$ cat config.mk
export PLATFORM = sky130hd
export DESIGN_NAME = pixel_array_adc
export DESIGN_NICKNAME = d
export VERILOG_FILES = /design/src/rtl/pixel_array_adc.sv
export SDC_FILE = /design/constraint.sdc
export NUM_CORES = 1
export LEC_CHECK = 0
export ABC_AREA = 1
export BUFFER_PORTS_ARGS = -buffer_cell sky130_fd_sc_hd__buf_2
export CELL_PAD_IN_SITES_DETAIL_PLACEMENT = 0
export CELL_PAD_IN_SITES_GLOBAL_PLACEMENT = 1
export CORE_UTILIZATION = 41
export CTS_BUF_LIST = sky130_fd_sc_hd__clkbuf_4
export DETAILED_ROUTE_END_ITERATION = 12
export PLACE_DENSITY = 0.84
export SETUP_SLACK_MARGIN = 0.02
export SYNTH_ARGS = -nofsm -noshare
export SYNTH_HDL_FRONTEND = slang
export SYNTH_SLANG_ARGS = --single-unit
$ cat constraint.sdc
create_clock -name CLK -period 1.7 [get_ports CLK]
set_clock_uncertainty 0.05 [all_clocks]
set_input_delay 0.085 -clock CLK [delete_from_list [all_inputs] [get_ports CLK]]
set_output_delay 0.085 -clock CLK [all_outputs]
set_load 0.02 [all_outputs]
$ cat src/rtl/pixel_array_adc.sv
// pixel_array_adc: N-pixel sensor array sharing one ramp ADC, with valid/ready pixel readout
module pixel_array_adc #(
    parameter int N_PIXELS   = 4,
    parameter int ADC_BITS   = 8,
    parameter int LIGHT_BITS = 4,
    parameter int EXP_BITS   = 8,
    parameter int IDX_BITS   = 2
) (
    input  logic                           CLK,
    input  logic                           RESET,
    input  logic                           START,
    input  logic [EXP_BITS-1:0]            EXPOSE_LEN,
    input  logic [N_PIXELS*LIGHT_BITS-1:0] LIGHT,
    output logic                           BUSY,
    output logic [ADC_BITS-1:0]            DATA,
    output logic [IDX_BITS-1:0]            DATA_IDX,
    output logic                           DATA_VALID,
    input  logic                           DATA_READY,
    output logic                           DONE
);
    localparam logic [2:0] S_IDLE    = 3'd0;
    localparam logic [2:0] S_ERASE   = 3'd1;
    localparam logic [2:0] S_EXPOSE  = 3'd2;
    localparam logic [2:0] S_CONVERT = 3'd3;
    localparam logic [2:0] S_READOUT = 3'd4;
    localparam logic [ADC_BITS-1:0] MAX = '1;

    logic [2:0]          state_q, state_d;
    logic [EXP_BITS-1:0] cnt_q, cnt_d;
    logic [ADC_BITS-1:0] ramp_q, ramp_d;
    logic [ADC_BITS-1:0] pix_q [N_PIXELS];
    logic [ADC_BITS-1:0] pix_d [N_PIXELS];
    logic [ADC_BITS-1:0] code_q [N_PIXELS];
    logic [ADC_BITS-1:0] code_d [N_PIXELS];
    logic [N_PIXELS-1:0] lat_q, lat_d;
    logic [IDX_BITS-1:0] idx_q, idx_d;
    logic                valid_q, valid_d;
    logic                done_q, done_d;

    assign BUSY       = state_q != S_IDLE;
    assign DATA       = code_q[idx_q];
    assign DATA_IDX   = idx_q;
    assign DATA_VALID = valid_q;
    assign DONE       = done_q;

    // Frame sequencer: erase, integrate light, ramp-compare, then stream codes out
    always_comb begin
        state_d = state_q;
        cnt_d   = cnt_q;
        ramp_d  = ramp_q;
        pix_d   = pix_q;
        code_d  = code_q;
        lat_d   = lat_q;
        idx_d   = idx_q;
        valid_d = valid_q;
        done_d  = 1'b0;
        case (state_q)
            S_IDLE: begin
                state_d = START ? S_ERASE : S_IDLE;
                cnt_d   = START ? EXPOSE_LEN : cnt_q;
            end
            S_ERASE: begin
                for (int i = 0; i < N_PIXELS; i++) begin
                    pix_d[i]  = MAX;
                    code_d[i] = '0;
                end
                lat_d   = '0;
                ramp_d  = '0;
                state_d = (cnt_q == '0) ? S_CONVERT : S_EXPOSE;
            end
            S_EXPOSE: begin
                for (int i = 0; i < N_PIXELS; i++)
                    pix_d[i] = (pix_q[i] > ADC_BITS'(LIGHT[i*LIGHT_BITS +: LIGHT_BITS]))
                             ? pix_q[i] - ADC_BITS'(LIGHT[i*LIGHT_BITS +: LIGHT_BITS]) : '0;
                cnt_d   = cnt_q - 1'b1;
                state_d = (cnt_q == EXP_BITS'(1)) ? S_CONVERT : S_EXPOSE;
            end
            S_CONVERT: begin
                for (int i = 0; i < N_PIXELS; i++)
                    if (!lat_q[i] && ramp_q >= pix_q[i]) begin
                        code_d[i] = ramp_q;
                        lat_d[i]  = 1'b1;
                    end
                ramp_d  = (ramp_q == MAX) ? '0 : ramp_q + 1'b1;
                state_d = (ramp_q == MAX) ? S_READOUT : S_CONVERT;
                valid_d = ramp_q == MAX;
                idx_d   = '0;
            end
            S_READOUT: begin
                if (DATA_READY) begin
                    if (idx_q == IDX_BITS'(N_PIXELS - 1)) begin
                        state_d = S_IDLE;
                        valid_d = 1'b0;
                        done_d  = 1'b1;
                        idx_d   = '0;
                    end else begin
                        idx_d = idx_q + 1'b1;
                    end
                end
            end
            default: state_d = S_IDLE;
        endcase
    end

    // State registers with synchronous active-low clear
    always_ff @(posedge CLK) begin
        if (!RESET) begin
            state_q <= S_IDLE;
            cnt_q   <= '0;
            ramp_q  <= '0;
            pix_q   <= '{default: '0};
            code_q  <= '{default: '0};
            lat_q   <= '0;
            idx_q   <= '0;
            valid_q <= 1'b0;
            done_q  <= 1'b0;
        end else begin
            state_q <= state_d;
            cnt_q   <= cnt_d;
            ramp_q  <= ramp_d;
            pix_q   <= pix_d;
            code_q  <= code_d;
            lat_q   <= lat_d;
            idx_q   <= idx_d;
            valid_q <= valid_d;
            done_q  <= done_d;
        end
    end
endmodule
; ---- Yosys cells after proc, flatten, opt, wreduce, memory -nomap -nowiden
; Index checks and enable logic that the tools add are counted.
[word_totals]
output_inout_bits = 13
inputBits = 28
register_bits = 91
word_cells = 109
[op_classes]
reduce_logical = 24
n_lt_le_gt_ge = 9
muxes = 36
bitwise = 1
add_sub_neg = 7
eq_ne = 14
[op_table]
columns = cell, count
row1 = $pmux 32 s2, 2
row2 = $mux 8, 12
row3 = $ge 8x8->1, 4
row4 = $gt 8x4->1, 4
row5 = $pmux 8 s2, 2
row6 = $sub 8x4->8, 4
row7 = $bmux 8 s2, 1
row8 = $pmux 3 s5, 1
row9 = $ne 2x2->1 const B, 7
row10 = $reduce_and 2->1, 7
row11 = $mux 1, 10
row12 = $mux 3, 3
row13 = $add 8x1->8 const B, 1
row14 = $eq 8x1->1 const B, 1
row15 = $eq 8x8->1 const B, 1
row16 = $logic_not 8->1, 1
row17 = $pmux 4 s2, 1
row18 = $reduce_bool 2->1, 4
row19 = $sub 8x1->8 const B, 1
row20 = $eq 3x2->1 const B, 2
row21 = $reduce_and 3->1, 2
row22 = $logic_and 1x1->1, 4
row23 = $logic_not 1->1, 4
row24 = $mux 2, 2
row25 = 10 further kinds, 10

; ---- Logic depth before layout (Yosys ltp)
; Gate-level depths: netlist (run 1).
[logic_depth]
depth_word = 4
ltp_mapped = 12
mapped_depth_nobuf = 12

; ---- Least setup slack after synthesis (run 1)
; Ideal clock, no wire load.
[synth_timing]
path_kind = reg-to-reg
startpoint = register pix_q[8] (netlist name)
endpoint = register pix_q[8] (netlist name)
n_path_buf = 0
arrival_time_ps = 1619
stages_incl_launch_ff = 10
synth_period_minus_slack_ps = 1738
setup_ps = 70
t_required_ps = 1580
path_slack_ps = -38
cell_sequence = dfxtp_1 > inv_1 > ha_1 > fa_1 > nor2_1 > nor2_1 > nor2_1 > nor2_1 > or2_2 > a21oi_1
[synth_via]
elab_chain_len = 3
elab_cells_between_ends = 4
cone_classes = add/sub (1) / order compare (1) / mux (2)
[synth_lines]
columns = item, line_no
row1 = from (decl), 31  ; logic [ADC_BITS-1:0] pix_q [N_PIXELS];
row2 = from (signal assigned), 121  ; pix_q <= pix_d;
row3 = $sub 8x4->8 / $gt 8x4->1 (equally long branches), "74, 73"
row4 = $mux 8 *, 74  ; ? pix_q[i] - ADC_BITS'(LIGHT[i*LIGHT_BITS +: LIGHT_BITS]) : '0;
row5 = $pmux 32 s2 *, 57  ; case (state_q)
; Mark *: on every way between the ends. The rest lies on a longest branch, timed or not.
; A chain may end at the register's enable or synchronous reset.

; ---- Worst setup path after layout (run 1)
[layout_timing]
startpoint = register pix_q[16] (netlist name)
endpoint = register pix_q[17] (netlist name)
; The elaborated chain is that of the path after synthesis.

==> flow_summary.ini, run 1 <==
[status]
outcome = complete, but fails checks
violations = setup timing

[die]
initial_core_util_pct = 42.7
placementRows = 42
die_y_um = 120
core_um2 = 13500
dieArea_um2 = 14500
ios = 41
fp.dieW_um = 120

[cts]
cts_tree = built
htree_levels = 3
path_clk_slew_ns = 0.15
clock-sinks = 91
cts_made_buffers = 9
clock_latency_ns = 0.48
clockBufferDepth = 2
root_buffer = clkbuf_4

[sta]
fmax_mhz = 566
post-route-period-util_pct = 104
slew_violations = 0
slew_headroom_pct = 65.7
fin_crit_ns = 1.77
setup_viol = 15
hold_viol = 0
setup_tns_ns = -0.461
rsz0062_at_grt = yes
worst_slack_ns = -0.0661
tightest_slew_ns = 0.515

[synthesis]
seq_area_frac_synth_pct = 31.7
synth_edf_count = 0
avgSynthCellArea_um2 = 7.00
async_reset_ff_share_pct = 0
yosys_warnings = 0
synth_fp_nets = 905
netlist_area_um2 = 5750
synth.distinct_cells = 37
ys.flop_type = dfxtp_1
netlist_instances = 821
ys_seq_elements = 91

[pwr]
power_frac_seq_pct = 30.7
power_mw = 8.30
swShare_pct = 42.0
ir_worst_vdd_uv = 562
power_density_nw_per_um2 = 987
intPower_mw = 4.81
p_clk_share_pct = 16.5
power_frac_comb_pct = 52.7
power.leakage_nw = 3.59
switchingPower_mw = 3.48

[placement]
portBuffers = 40
placed_area_um2 = 6670
gp_congestion = 0.813
post-dp-hpwl_mm = 10.6
place_inst = 1088

[grt]
grt_pass1_wl_mm = 25.6
grt_max_degree = 53
groute.usage.overall_pct = 22.2
antenna_found_initial = 0
overflow = 0
grt_pass1_vias = 5313

[detailed_routing]
vias_per_cell = 5.19
drc = 0
drt_iter0_drc = 371
wl_per_cell_um = 14.7
route.vias.total = 5927
ant_nets = 0
drt_pass1_iterations = 5
totalWireLength_mm = 16.8

[critical_path]
cpMostUsedCell = nor2_2
cpPeakStageDelay_ns = 0.38
r2r_cells = 9
cp.buffers_inverters = 1
path_class = reg2reg
cp-end-kind = flop
critical_path.top_delay_family = simple AND/OR/NAND/NOR gates
startpoint = pix_q[16]
cp_max_fo = 3
critical_path_depth = 9
required_ns = 2.07
startpoint_type = flop
crit_slowest_cell = dfxtp_2
worstReg2RegStart = pix_q[16]
arrival_ns = 2.14
worstPathCellList = inv_2, ha_4, fa_2, nor2_2, nor2_2, nor2_2, nor2_4, or2_4, a21oi_2

[finish]
drive_above_1_share_pct = 41.9
nets = 1046
final_cell_mix = 108 x nand2_1, 84 x inv_1, 77 x buf_4
mostFrequentLayoutCell = nand2_1
fillers = 1209
fin_cells = 1141
final_util_pct = 62.5
stdcell_area_um2 = 8400
area.growth.synth_to_final_pct = 46.1
diodes = 0

[flow_run]
drv_cap = 0

[min_path]
whs_path_depth = 5
min-delay-start = START
hold_path.class = in2reg
-- registers in the layout, indices dropped and copies added, names as in the netlist --
register and count:
code_q 32, pix_q 32, cnt_q 8, ramp_q 8
lat_q 4, state_q 3, DATA_IDX 2, DATA_VALID 1
DONE 1
-- synth_stat cells (all sizes together) (10+ instances only) --
cell / instances / area share [%]
inv: 101 / 6.6
nand3: 108 / 9.6
nor2: 70 / 5.9
nand2: 139 / 9.7
buf: 14 / 1.5
or2: 13 / 1.4
nand4: 10 / 1.1
clkbuf: 14 / 0.94
o21ai: 70 / 6.1
dfxtp: 91 / 32
a21oi: 101 / 8.8
ha: 52 / 11
-- final timing paths --
check	endpoint	slack (ns)
max	pix_q[17]	-0.07
min	cnt_q[6]	0.03
max reg2reg	pix_q[17]	-0.07
min reg2reg	pix_q[20]	0.44
-- power by group through the flow --
stage	registers [mW]	logic, mW	clock network [mW]
finish	2.55	4.37	1.37
global route	2.58	4.86	1.50
CTS	2.53	3.43	1.39
detailed placement	2.57	3.17	0
global placement	2.57	3.16	0
floorplan	2.56	2.15	0
-- tightest hold or removal path, cell delays in order --
cell and delay, ns:
buf_2 0.10, o21ai_1 0.06, buf_4 0.16, nand2_1 0.06, a21oi_1 0.05
-- area by class of cell --
| class | count | area (µm²) | area share, % |
|---|---|---|---|
| repair buffers | 153 | 1270 | 15.1 |
| well taps | 176 | 220 | 2.62 |
| inverters | 102 | 398 | 4.74 |
| flip-flops and latches | 91 | 1860 | 22.2 |
| multi-input cells | 605 | 4510 | 53.6 |
| clock inverters | 5 | 80.1 | 0.953 |
| clock buffers | 9 | 67.6 | 0.804 |
-- kinds of logic after synthesis --
logic type | count (synthesis) | share of synthesized area (%)
compound gates | 193 | 17.5
xor+xnor | 5 | 0.761
fa+ha+maj | 56 | 12.7
buf+inv | 130 | 9.09
flops | 91 | 31.7
simple gates | 346 | 28.3
-- stage by stage --
step / hold WS, ns / setup WS [ns]
3_5_place_dp: 0.310 / -0.169
6_report: 0.0273 / -0.0661
2_1_floorplan: 0.177 / 0.0211
4_1_cts: 0.00830 / -0.0194
5_1_grt: 0.0290 / -0.179
3_3_place_gp: 0.312 / -0.144
-- timing repair --
| item | in CTS | in global routing |
|---|---|---|
| pin swaps | 15 | 97 |
| endpoints found under the hold margin | 18 | 0 |
| hold buffers | 15 | 0 |
| gates cloned | 1 | 5 |
| gates resized for setup | 56 | 255 |
| endpoints found under the setup margin | 84 | 81 |
| buffers inserted | 7 | 11 |
-- metal layers --
metal	track usage, %	routed length [µm]	vias up	part of all wire (%)
li1	-	-	3053	-
met1	30.2	7880	2736	47
met2	36.4	7950	124	47
met3	2.59	710	14	4.2
met4	7.10	201	0	1.2
met5	0	0	-	0
No activity file was read; power rests on OpenSTA's default activity.
==> inputs of run 2 (changes only) <==
ABC_AREA = default   (was 1)
CORE_UTILIZATION = 43   (was 41)
==> run 2 against run 1 <==
The run still ends with setup timing left; area after synthesis is 3.9% lower; via count is 9.5% lower; synthesized cell count is 23% lower; critical path depth is 1 lower; register-to-register slack worse by 0.29 ns; non-clock buffer count is 46 higher; combinational power is 5% lower; wire length is 7.1% lower; setup slack worse by 0.29 ns; final cell count is 13% lower; global-route usage is 2.2 points higher; sequential share of layout area is 1.2 points higher; highest routed layer unchanged.
==> flow_summary.ini, run 2 <==
[cts]
clockBufferDepth = 2
clock_latency_ns = 0.48
clock-sinks = 91
htree_levels = 3
cts_made_buffers = 9
root_buffer = clkbuf_4
path_clk_slew_ns = 0.15
cts_tree = built

[pwr]
power_density_nw_per_um2 = 1010
power_mw = 8.07
ir_worst_vdd_uv = 530
power.leakage_nw = 3.36

[finish]
largest_registers = code_q x32, pix_q x32
drive_above_1_share_pct = 39.6
nets = 894
fillers = 1042
final_cell_mix = 118 x buf_4, 65 x dfxtp_1, 48 x nand2_1
mostFrequentLayoutCell = buf_4
area.growth.synth_to_final_pct = 44.5

[detailed_routing]
ant_nets = 0
drc = 0
totalWireLength_mm = 15.6
drt_pass1_iterations = 4
vias_per_cell = 5.43
drt_iter0_drc = 319
wl_per_cell_um = 15.7
route.vias.total = 5361

[synthesis]
synth_commonest_cells = 91 x dfxtp_1, 52 x ha_1, 52 x inv_1
ys_top_cells_by_area = dfxtp_1 33%, ha_1 12%, mux2i_1 7.1%
async_reset_ff_share_pct = 0
synth_fp_nets = 713
netlist_instances = 629
netlist_area_um2 = 5530
yosys_warnings = 0
ys.flop_type = dfxtp_1
seq_area_frac_synth_pct = 33.0
synth.distinct_cells = 58
synth_edf_count = 0
ys_seq_elements = 91
synth_top_area_share_pct = 33.0
yosysMostFrequentCell = dfxtp_1
synth_top_cell_by_area = dfxtp_1
avgSynthCellArea_um2 = 8.78

[critical_path]
critical_path.top_delay_family = compound AO/OA/AOI/OAI gates
startpoint_type = flop
arrival_ns = 2.41
cp_max_fo = 6
cp-end-kind = flop
worstPathCellList = inv_2, ha_4, fa_2, nand2b_4, a211oi_4, nor2b_4, a21o_1, a221oi_2
required_ns = 2.05
path_class = reg2reg
cpPeakStageDelay_ns = 0.41
crit_slowest_cell = fa_2
cp.buffers_inverters = 1

[die]
dieArea_um2 = 13300
fp.dieW_um = 115
placementRows = 41
core_um2 = 12600
die_y_um = 115
ios = 41
initial_core_util_pct = 44.0

[flow_run]
drv_cap = 0

[grt]
grt_pass1_wl_mm = 25.2
grt_pass1_vias = 5427
groute.usage.overall_pct = 24.3
overflow = 0
grt_max_degree = 30
antenna_found_initial = 1

[placement]
portBuffers = 40
preCtsSetupSlack_ns = -0.395
post-dp-hpwl_mm = 10.8
gp_congestion = 0.825

[status]
outcome = complete, but fails checks
violations = setup timing

[sta]
fmax_mhz = 486
hold_viol = 0
post-route-period-util_pct = 121
setup_viol = 76
slew_violations = 0
tightest_slew_ns = 0.393
rsz0062_at_grt = yes
worst_slack_ns = -0.356
slew_headroom_pct = 73.5
fin_crit_ns = 2.06

[min_path]
hold_path.class = in2reg
## run 2: changes by cell type after synthesis, moves of 10 or more
cell	change
nand3_1	-86
nand2_1	-82
a21oi_1	-59
inv_1	-45
mux2i_1	+39
o21ai_0	-31
nor2_1	-17
or2_2	-12
nand2b_1	+10
## run 2: through the flow
stage | instances | utilization, % | hold slack, ns | setup TNS, ns | instance area, µm²
2_1_floorplan | 629 | - | 0.190 | -4.02 | 5760
3_3_place_gp | 933 | 55.9 | 0.284 | -14.04 | 7030
3_5_place_dp | 933 | 55.9 | 0.290 | -17.09 | 7030
4_1_cts | 981 | 62.2 | 0.0174 | -16.82 | 7820
5_1_grt | 988 | 63.5 | 0.0657 | -21.45 | 7990
6_report | 988 | 63.5 | 0.0509 | -16.01 | 7990
## run 2: final timing paths
| kind | startpoint | to | slack, ns | cells after the start |
|---|---|---|---|---|
| worst max-delay path | pix_q[0] | pix_q[6] | -0.36 | 8 |
| worst min-delay path | LIGHT[13] | pix_q[1] | 0.05 | 4 |
| worst max register to register | pix_q[0] | pix_q[6] | -0.36 | 8 |
| worst min register to register | code_q[14] | code_q[14] | 0.42 | 2 |
## run 2: report_power, final
part,switching [mW],internal (mW)
Combinational,2.02,2.14
Sequential,0.176,2.39
Clock,0.856,0.473
Total,3.06,5.01
## run 2: final cells by class
class / count / area, µm² / share of cell area, %
Clock inverter: 7 / 80.1 / 1.00
Timing Repair Buffer: 199 / 1650 / 20.7
Sequential cell: 91 / 1870 / 23.4
Antenna cell: 1 / 2.50 / 0.0313
Inverter: 52 / 198 / 2.48
Clock buffer: 9 / 67.6 / 0.846
Multi-Input combinational cell: 457 / 3910 / 48.9
Tap cell: 172 / 215 / 2.70
## run 2: kinds of logic after synthesis
kind of cell    count (synthesis)  synth area share [%]
simple gates                  186                  17.0
compound gates                163                  19.5
flops                          91                  33.0
buf+inv                        82                  6.41
fa+ha+maj                      56                  13.2
mux                            47                  10.3
xor+xnor                        4                 0.634
## run 2: what timing repair did
item                                    in CTS  in global routing
resized for setup                           87                 28
hold endpoints to repair                    18                  0
gates cloned                                 3                  0
endpoints found under the setup margin      81                 86
hold buffers                                14                  0
setup buffers                               16                  7
pin swaps                                   35                 32
## run 2: metal layers
| metal | wire length [µm] | vias to the layer above | global-route usage (%) |
|---|---|---|---|
| li1 | - | 2668 | - |
| met1 | 7060 | 2573 | 29.3 |
| met2 | 7810 | 96 | 43.0 |
| met3 | 397 | 24 | 3.27 |
| met4 | 288 | 0 | 11.0 |
| met5 | 0 | - | 0 |
## run 2: worst min-delay path: cells and delay by family
kind	cells	cell delay, ns
adder cells (fa/ha/maj)	1	0.20
buffers and inverters	1	0.10
AO/OA/AOI/OAI	2	0.17
